### config.mk
export PLATFORM = sky130hd
export DESIGN_NAME = jtag_reg_hub
export DESIGN_NICKNAME = d
export VERILOG_FILES = /design/src/rtl/jtag_pkg.sv /design/src/rtl/jtag_onehot_dec.sv /design/src/rtl/jtag_reg_hub.sv
export SDC_FILE = /design/constraint.sdc
export NUM_CORES = 1
export LEC_CHECK = 0
export CORE_ASPECT_RATIO = 0.9
export CORE_MARGIN = 2
export CORE_UTILIZATION = 54
export DETAILED_ROUTE_END_ITERATION = 10
export PLACE_DENSITY = 0.94
export SLEW_MARGIN = 0
export SYNTH_ARGS = -nofsm -noshare
export SYNTH_HDL_FRONTEND = slang
export SYNTH_HIERARCHICAL = 1
export SYNTH_SLANG_ARGS = --single-unit
### constraint.sdc
create_clock -name jtck -period 5.3 [get_ports jtck]
set_clock_uncertainty 0.15 [all_clocks]
set_input_delay 1.59 -clock jtck [delete_from_list [all_inputs] [get_ports jtck]]
set_output_delay 1.59 -clock jtck [all_outputs]
set_load 0.005 [all_outputs]
### src/rtl/jtag_pkg.sv
// Shared definitions for the ER2 user-register hub: channel limit,
// selector width and the hub FSM state encoding.
package jtag_pkg;

    localparam int ER2_MAX_CH = 15;
    // Wide enough to index any of the ER2_MAX_CH channels.
    localparam int SEL_W      = 4;

    typedef enum logic [1:0] {
        ST_IDLE  = 2'd0,
        ST_SHIFT = 2'd1,
        ST_UPD   = 2'd2
    } hub_state_e;

endpackage

### src/rtl/jtag_onehot_dec.sv
// One-hot channel decoder: returns the index of the set bit and whether
// exactly one bit is set (zero or several set bits give onehot = 0).
module jtag_onehot_dec
    import jtag_pkg::*;
#(
    parameter int N = 2
) (
    input  logic [N-1:0]     vec,
    output logic [SEL_W-1:0] idx,
    output logic             onehot
);

    logic [SEL_W:0] ones;

    // Population count plus index of the (last) set bit.
    always_comb begin
        ones = '0;
        idx  = '0;
        for (int i = 0; i < N; i++) begin
            if (vec[i]) begin
                ones = ones + (SEL_W+1)'(1);
                idx  = SEL_W'(i);
            end
        end
        onehot = (ones == (SEL_W+1)'(1));
    end

endmodule

### src/rtl/jtag_reg_hub.sv
// ER2 user-register hub: multiplexes one JTAG data register across NCH
// channels selected one-hot by ip_enable. Capture loads {addr, data} of
// the selected channel, shift moves it out LSB-first on jtdo2 while jtdi
// fills from the top, and Update-DR writes the shifted word back to that
// channel together with a one-cycle reg_update pulse.
// Optional build macro JTAG_HUB_LENCHK_EN: updates only apply after
// exactly DATA_W+ADDR_W shifts; a bad length sets a sticky error bit that
// is returned as an extra MSB of the next capture.
module jtag_reg_hub
    import jtag_pkg::*;
#(
    parameter int NCH    = 2,
    parameter int DATA_W = 8,
    parameter int ADDR_W = 3
) (
    input  logic                  jtck,
    input  logic                  jrstn,
    input  logic                  jtdi,
    input  logic                  jshift,
    input  logic                  jupdate,
    input  logic                  jce2,
    input  logic [NCH-1:0]        ip_enable,
    input  logic                  control_datan,
    output logic                  jtdo2,
    input  logic [NCH*DATA_W-1:0] reg_d,
    input  logic [NCH*ADDR_W-1:0] reg_addr_d,
    output logic [NCH*DATA_W-1:0] reg_q,
    output logic [NCH*ADDR_W-1:0] reg_addr_q,
    output logic [NCH-1:0]        reg_update
);

    localparam int W = DATA_W + ADDR_W;
`ifdef JTAG_HUB_LENCHK_EN
    localparam int SRW = W + 1;
`else
    localparam int SRW = W;
`endif
    localparam int              CNT_W   = $clog2(W + 2);
    localparam logic [CNT_W-1:0] CNT_SAT = CNT_W'(W + 1);

    hub_state_e            state_q, state_d;
    logic [SRW-1:0]        sr_q, sr_d;
    logic [CNT_W-1:0]      cnt_q, cnt_d;
    logic                  armed_q, armed_d;
    logic [NCH-1:0]        cap_en_q, cap_en_d;
    logic [SEL_W-1:0]      cap_sel_q, cap_sel_d;
    logic [NCH-1:0]        upd_mask_q, upd_mask_d;
    logic [NCH*DATA_W-1:0] rdata_q, rdata_d;
    logic [NCH*ADDR_W-1:0] raddr_q, raddr_d;
`ifdef JTAG_HUB_LENCHK_EN
    logic                  err_q, err_d;
`endif

    logic [SEL_W-1:0] dec_idx;
    logic             dec_onehot;
    logic             valid;
    logic             enter_shift, do_capture, do_shift, abort, go_upd;
    logic             same_ch, len_ok, upd_ok;
    logic [W-1:0]     cap_word, upd_word;

    jtag_onehot_dec #(.N(NCH)) u_dec (
        .vec    (ip_enable),
        .idx    (dec_idx),
        .onehot (dec_onehot)
    );

    // Scan events decoded from the TAP strobes and the current state.
    always_comb begin
        valid       = dec_onehot & ~control_datan;
        enter_shift = (state_q == ST_IDLE) & jce2 & jshift & valid;
        do_capture  = (state_q == ST_IDLE) & jce2 & ~jshift & valid;
        go_upd      = (state_q == ST_IDLE) & jupdate & valid & ~enter_shift & ~do_capture;
        // Selection moving away from the captured channel kills the scan.
        abort       = (state_q == ST_SHIFT) & (~valid | (ip_enable != cap_en_q));
        // The Capture->Shift edge already carries the first data bit.
        do_shift    = enter_shift | ((state_q == ST_SHIFT) & jce2 & jshift & ~abort);
        same_ch     = (ip_enable == cap_en_q);
`ifdef JTAG_HUB_LENCHK_EN
        len_ok      = (cnt_q == CNT_W'(W));
`else
        len_ok      = 1'b1;
`endif
        upd_ok      = armed_q & same_ch & len_ok;
        cap_word    = {reg_addr_d[int'(dec_idx)*ADDR_W +: ADDR_W],
                       reg_d[int'(dec_idx)*DATA_W +: DATA_W]};
        // After a full scan the shifted-in word sits in the top W bits.
        upd_word    = sr_q[SRW-1 -: W];
    end

    // FSM next state.
    always_comb begin
        state_d = state_q;
        case (state_q)
            ST_IDLE: begin
                if (enter_shift)  state_d = ST_SHIFT;
                else if (go_upd)  state_d = ST_UPD;
            end
            ST_SHIFT: if (!jshift || abort) state_d = ST_IDLE;
            ST_UPD:   state_d = ST_IDLE;
            default:  state_d = ST_IDLE;
        endcase
    end

    // FSM outputs: update pulse while in UPD, serial out only for valid scans.
    always_comb begin
        reg_update = (state_q == ST_UPD) ? upd_mask_q : '0;
        jtdo2      = valid & sr_q[0];
        reg_q      = rdata_q;
        reg_addr_q = raddr_q;
    end

    // Shift register, counter, capture bookkeeping and channel registers.
    always_comb begin
        sr_d       = sr_q;
        cnt_d      = cnt_q;
        armed_d    = armed_q;
        cap_en_d   = cap_en_q;
        cap_sel_d  = cap_sel_q;
        upd_mask_d = '0;
        rdata_d    = rdata_q;
        raddr_d    = raddr_q;
`ifdef JTAG_HUB_LENCHK_EN
        err_d      = err_q;
`endif
        if (do_capture) begin
`ifdef JTAG_HUB_LENCHK_EN
            sr_d  = {err_q, cap_word};
            err_d = 1'b0;
`else
            sr_d  = cap_word;
`endif
            cnt_d     = '0;
            armed_d   = 1'b1;
            cap_en_d  = ip_enable;
            cap_sel_d = dec_idx;
        end else if (do_shift) begin
            sr_d  = {jtdi, sr_q[SRW-1:1]};
            cnt_d = (cnt_q == CNT_SAT) ? cnt_q : cnt_q + CNT_W'(1);
        end
        if (abort) armed_d = 1'b0;
        if (go_upd) begin
            // One update per capture, whatever the outcome.
            armed_d = 1'b0;
            if (upd_ok) begin
                upd_mask_d = cap_en_q;
                rdata_d[int'(cap_sel_q)*DATA_W +: DATA_W] = upd_word[DATA_W-1:0];
                raddr_d[int'(cap_sel_q)*ADDR_W +: ADDR_W] = upd_word[W-1:DATA_W];
            end
`ifdef JTAG_HUB_LENCHK_EN
            else if (armed_q && same_ch) begin
                err_d = 1'b1;
            end
`endif
        end
    end

    // State register.
    always_ff @(posedge jtck or negedge jrstn) begin
        if (!jrstn) begin
            state_q    <= ST_IDLE;
            sr_q       <= '0;
            cnt_q      <= '0;
            armed_q    <= 1'b0;
            cap_en_q   <= '0;
            cap_sel_q  <= '0;
            upd_mask_q <= '0;
            rdata_q    <= '0;
            raddr_q    <= '0;
`ifdef JTAG_HUB_LENCHK_EN
            err_q      <= 1'b0;
`endif
        end else begin
            state_q    <= state_d;
            sr_q       <= sr_d;
            cnt_q      <= cnt_d;
            armed_q    <= armed_d;
            cap_en_q   <= cap_en_d;
            cap_sel_q  <= cap_sel_d;
            upd_mask_q <= upd_mask_d;
            rdata_q    <= rdata_d;
            raddr_q    <= raddr_d;
`ifdef JTAG_HUB_LENCHK_EN
            err_q      <= err_d;
`endif
        end
    end

endmodule

=== After elaboration in Yosys (flattened, before gate mapping) ===
Index checks and enable logic that the tools add are counted.

* Output and inout bits: 25
* Register bits: 44
* Word-level logic and storage cells: 74
* Bits of input ports: 31

* $add $sub $neg: 3
* Mux-type cells: 17
* $mul: 2
* Reductions and logical operators: 7
* Shift operators: 6
* Bitwise gates (word level): 24
* Equality and inequality tests: 7

{| class="wikitable"
|+ Operators with widths
! operator !! count
|-
| 6-bit negator with 33-bit output || 1
|-
| 7-bit negator with 33-bit output || 1
|-
| 3-bit by 33-bit variable shift with 6-bit output (first input constant) || 1
|-
| 8-bit by 33-bit variable shift with 16-bit output (first input constant) || 1
|-
| 3-bit by 33-bit variable part select with 6-bit output || 1
|-
| 8-bit by 33-bit variable part select with 16-bit output || 1
|-
| 11-bit 2-to-1 mux || 2
|-
| 1-bit bitwise AND || 16
|-
| 16-bit bitwise mux || 1
|-
| 16-bit by 8-bit variable part select with 8-bit output || 1
|-
| 4-bit by 2-bit multiplier with 6-bit output (second input constant) || 2
|-
| 2-bit 2-to-1 mux || 6
|-
| 6-bit by 7-bit variable part select with 3-bit output || 1
|-
| 6-bit bitwise mux || 1
|-
| 1-bit inverter || 6
|-
| 5-bit by 1-bit equality test with 1-bit output (second input constant) || 1
|-
| 1-bit 2-to-1 mux || 5
|-
| 5-bit 2-to-1 mux || 1
|-
| 2-bit case mux with 2 select lines || 1
|-
| 2-bit AND reduction || 2
|-
| 3-bit inequality test (second input constant) || 1
|-
| 3-bit nonzero test || 1
|-
| 1-bit by 1-bit adder with 2-bit output (second input constant) || 1
|-
| 2-bit by 1-bit equality test with 1-bit output (second input constant) || 1
|-
| 9 further kinds || 10
|}

=== Longest topological paths before layout ===
* Word-level depth: 13
* Depth in mapped cells: 8
* Mapped depth without buffers: 6

=== Cells and area by module ===
The synthesis kept the hierarchy.

{| class="wikitable"
|+ By module, submodules not included
! module !! area each (µm²) !! cells an instance !! instances !! seq. area each (µm²)
|-
| jtag_reg_hub || 2386.0 || 216 || 1 || 1101.1
|-
| jtag_onehot_dec || 42.5 || 6 || 1 || 0.0
|}

=== Worst setup path before layout ===
No wires, ideal clock.

* Kind: input -> output
* Start: in ip_enable[0]
* End: out jtdo2
* Buffers on the path: 0
* Data required time: 3.560 ns
* Arrival: 2.205 ns
* Setup slack: 1.355 ns
* Cell stages on the path: 3
* Cells stage by stage: xor2_1 nor2b_1 and2_1

* Cells in the longest elaborated chain, start to end: 6

{| class="wikitable"
|+ RTL lines
! item !! line !! text
|-
| start, declared || jtag_reg_hub.sv:22 || <nowiki>input logic [NCH-1:0] ip_enable,</nowiki>
|-
| 1-bit 2-to-1 mux (*) || jtag_onehot_dec.sv:20 || <nowiki>if (vec[i]) begin</nowiki>
|-
| 1-bit by 1-bit adder with 2-bit output || jtag_onehot_dec.sv:21 || <nowiki>ones = ones + (SEL_W+1)'(1);</nowiki>
|-
| 5-bit 2-to-1 mux (*) || jtag_onehot_dec.sv:20 ||
|-
| 5-bit by 1-bit equality test with 1-bit output (*) || jtag_onehot_dec.sv:25 || <nowiki>onehot = (ones == (SEL_W+1)'(1));</nowiki>
|-
| 1-bit bitwise AND (*) || jtag_reg_hub.sv:69 || <nowiki>valid = dec_onehot & ~control_datan;</nowiki>
|-
| 1-bit bitwise AND (*) || jtag_reg_hub.sv:107 || <nowiki>jtdo2 = valid & sr_q[0];</nowiki>
|-
| end, declared || jtag_reg_hub.sv:24 || <nowiki>output logic jtdo2,</nowiki>
|}

Mark *: on every way between the ends. The rest lies on a longest branch, timed or not.

=== Worst setup path after layout ===
* Start: in ip_enable[0]
* End: out jtdo2

* Cells in the longest elaborated chain, start to end: 6

{| class="wikitable"
|+ RTL lines
! item !! line !! text
|-
| 1-bit 2-to-1 mux (*) || jtag_onehot_dec.sv:20 ||
|-
| 1-bit by 1-bit adder with 2-bit output || jtag_onehot_dec.sv:21 ||
|-
| 5-bit 2-to-1 mux (*) || jtag_onehot_dec.sv:20 ||
|-
| 5-bit by 1-bit equality test with 1-bit output (*) || jtag_onehot_dec.sv:25 ||
|-
| named net dec_onehot || jtag_reg_hub.sv:55 || <nowiki>logic dec_onehot;</nowiki>
|-
| 1-bit bitwise AND (*) || jtag_reg_hub.sv:69 ||
|-
| 1-bit bitwise AND (*) || jtag_reg_hub.sv:107 ||
|}

Mark *: on every way through the listed nets, which the timed path passes. The rest lies on a longest branch.

==> summary.md <==
| Metric | Value |
|---|---|
| Outcome | finished clean |
| Top FF cell, synth | dfrtp_1 |
| Post-Synthesis Cell Area | ~2400 sq um |
| Die Y | 67.6 microns |
| Area leader, netlist | dfrtp_1 |
| Via count | 1785 |
| Mapped Avg Cell Area | 10.9 sq um |
| Fin. Hold Viols | 0 |
| Synth cell count leaders | dfrtp_1 (44), mux2i_1 (32), mux2_2 (31) |
| Max-cap violation count | 0 |
| Worst-case clock buffer depth | 2 |
| Worst slew pin tran | 0.974 ns |
| Layout cell share with drive strength beyond 1 | 17.3% |
| Seq/Total Area, Yosys | 45.3% |
| Startpoint Class | primary input |
| PortBufs | 55 |
| Gate power share | between 20% and 30% |
| EDFF count, synth | 0 |
| # resized after CTS | 0 |
| # H-tree levels | 2 |
| Setup TNS | 0 ns |
| I/O Pins | 56 |
| ANT cells | 0 |
| Synth warn | 6 |
| Leak | ~1.4 nW |
| WL final | 5220 microns |
| Worst-Skew Late Latency | a little over 0.3 ns |
| Routed length per instance | 15.4 microns |
| Grt ovf | 0 |
| Vias in the first global route | about 1800 |
| CTS Buf Count | 5 |
| CP arrival | 3.15 ns |
| Total GRT Usage | ~22% |
| Initial antenna violation count | 0 |
| Area delta synth->final | 27.3% |
| Power Dens Cells | 293 nW/um^2 |
| FF-to-FF path depth | 6 |
| Post-DP HPWL | 3690 microns |
| Core Rows | 23 |
| Clock root cell | clkbuf_8 |
| Critical Path Sink Type | output pin |
| Synth top area share | 45.3% |
| Post-CTS setup buffers | 0 |
| CTS sink count | 44 |
| Setup ws final | 0.413 ns |
| Post-layout min period | between 4 and 5 ns |
| Worst EP required | 3.56 ns |
| Initial core utilization | about 55% |
| Pint | 0.607 mW |
| Clk slew on worst S/H paths | 0.07 ns |
| Switching share of power | around 33% |
| F_max | 205 MHz |
| Final RePlAce weighted congestion | between 0.8 and 0.9 |
| Setup WS pre-CTS | 0.430 ns |
| Most numerous cell in the Yosys netlist | dfrtp_1 |
| 1st-iter DRT viols | 66 |
| Vias per std cell | 5.25 |
| #FFs+latches synth | 44 |
| CORE AREA | 4400 sq um |
| Placed Area | 3010 sq um |
| Slew HR | 35.1% |
| Slew Viols, Final | 0 |
| P_sw | between 0.2 and 0.3 mW |
| Design area | 3090 sq um |
| ANT nets after route | 0 |
| Hold-fix buffers at CTS | 0 |
| Peak supply drop | 0.200 mV |
| RSZ-0062 raised after global routing | no |
| First-pass GRT wire length | 8210 microns |
| CP max FO | 3 |
| HP Class | register to register |
| Die ar. | 5050 sq um |
| Die X | 74.7 microns |
| Crit path kind | primary input to output pin |
| Initial DRT Pass Iterations | 4 |
| Fin crit share | roughly 92% |
| Pin count of the biggest net entering global routing | 45 |
| Synth async-reset ratio | between 90% and 100% |
| # setup viols final | 0 |
| TritonCTS clock tree | built |
| Clock power frac | approximately 23% |
| Cells after Synth | 222 |
| Hold path depth | 1 |
| Netlist cell types | 32 |
| Nets@finish | 310 |
| Flop pwr share | about half |
| Post-route DRC | 0 |
| Dominant cells by area after synthesis | dfrtp_1 (45%), mux2_2 (14%), mux2i_1 (13%) |
==> cell families after synthesis <==
kind of cell / after synthesis / share of synthesized area [%]
multiplexers: 63 / 27.6
XOR/XNOR: 4 / 1.44
other: 1 / 0.154
AO/OA/AOI/OAI: 4 / 2.83
buffers and inverters: 37 / 6.96
flip-flops: 44 / 45.3
adder cells (fa/ha/maj): 2 / 1.03
AND/OR/NAND/NOR: 67 / 14.7
==> worst max-delay path: stages <==
cell and delay, ns:
clkdlybuf4s50_1 0.54, xor2_1 0.19, nor2b_1 0.20, and2_1 0.15, clkdlybuf4s50_1 0.49
==> final timing paths <==
path / from / end / slack, ns
max in group asynchronous: jrstn / sr_q[10] / 3.11
worst min register to register: cap_en_q[0] / upd_mask_q[0] / 0.37
min in group asynchronous: jrstn / reg_q[2] / 1.28
worst max register to register: cap_sel_q[0] / reg_q[14] / 2.53
worst max-delay path: ip_enable[0] / jtdo2 / 0.41
worst min-delay path: cap_en_q[0] / upd_mask_q[0] / 0.37
==> per-layer routing <==
layer	track usage, %	part of all wire [%]	vias to the layer above
met2	35.6	48	61
li1	-	-	852
met5	0	0	-
met1	28.9	45	859
met3	3.28	4.1	13
met4	10.5	2.2	0
==> through the flow <==
step	hold WS [ns]	total power, mW	std cells	util [%]
floorplan	0.338	0.617	224	-
global placement	0.348	0.682	332	68.3
detailed placement	0.358	0.697	332	68.3
CTS	0.371	0.905	340	70.2
global route	0.385	0.949	340	70.2
finish	0.373	0.907	340	70.2
==> layout by cell type (no fill, tap or decap), types with 2 or more instances in the layout <==
master            n
clkdlybuf4s50_1  54
dfrtp_1          44
mux2i_1          32
mux2_2           31
inv_1            25
nand2_1          22
nor2_1           17
nand3_1           5
clkbuf_8          5
nor3_1            4
and2_1            4
xnor2_1           3
buf_4             3
conb_1            3
nor3b_1           2
and3b_1           2
a2111oi_4         2
nand4_2           2
ha_1              2
clkbuf_1          2
==> registers in the layout (all words and copies together) (netlist names) <==
register    count
reg_q          16
sr_q           11
reg_addr_q      6
cap_sel_q       4
cap_en_q        2
state_q         2
upd_mask_q      2
armed_q         1
==> cell type report <==
class | instances | area [sq um]
clock inverters | 1 | 8.76
inverters | 25 | 93.8
flip-flops and latches | 44 | 1100
fillers | 324 | 1310
well taps | 62 | 77.6
clock buffers | 7 | 76.3
repair buffers | 58 | 568
multi-input cells | 143 | 1170
==> power by group through the flow <==
stage | sequential (mW) | clock [mW] | combinational (mW)
3_3_place_gp | 0.443 | 0 | 0.239
4_1_cts | 0.441 | 0.211 | 0.254
5_1_grt | 0.450 | 0.222 | 0.276
3_5_place_dp | 0.446 | 0 | 0.251
2_1_floorplan | 0.423 | 0 | 0.194
6_report | 0.443 | 0.210 | 0.254
Note: power is estimated with default switching activity, not from simulation.
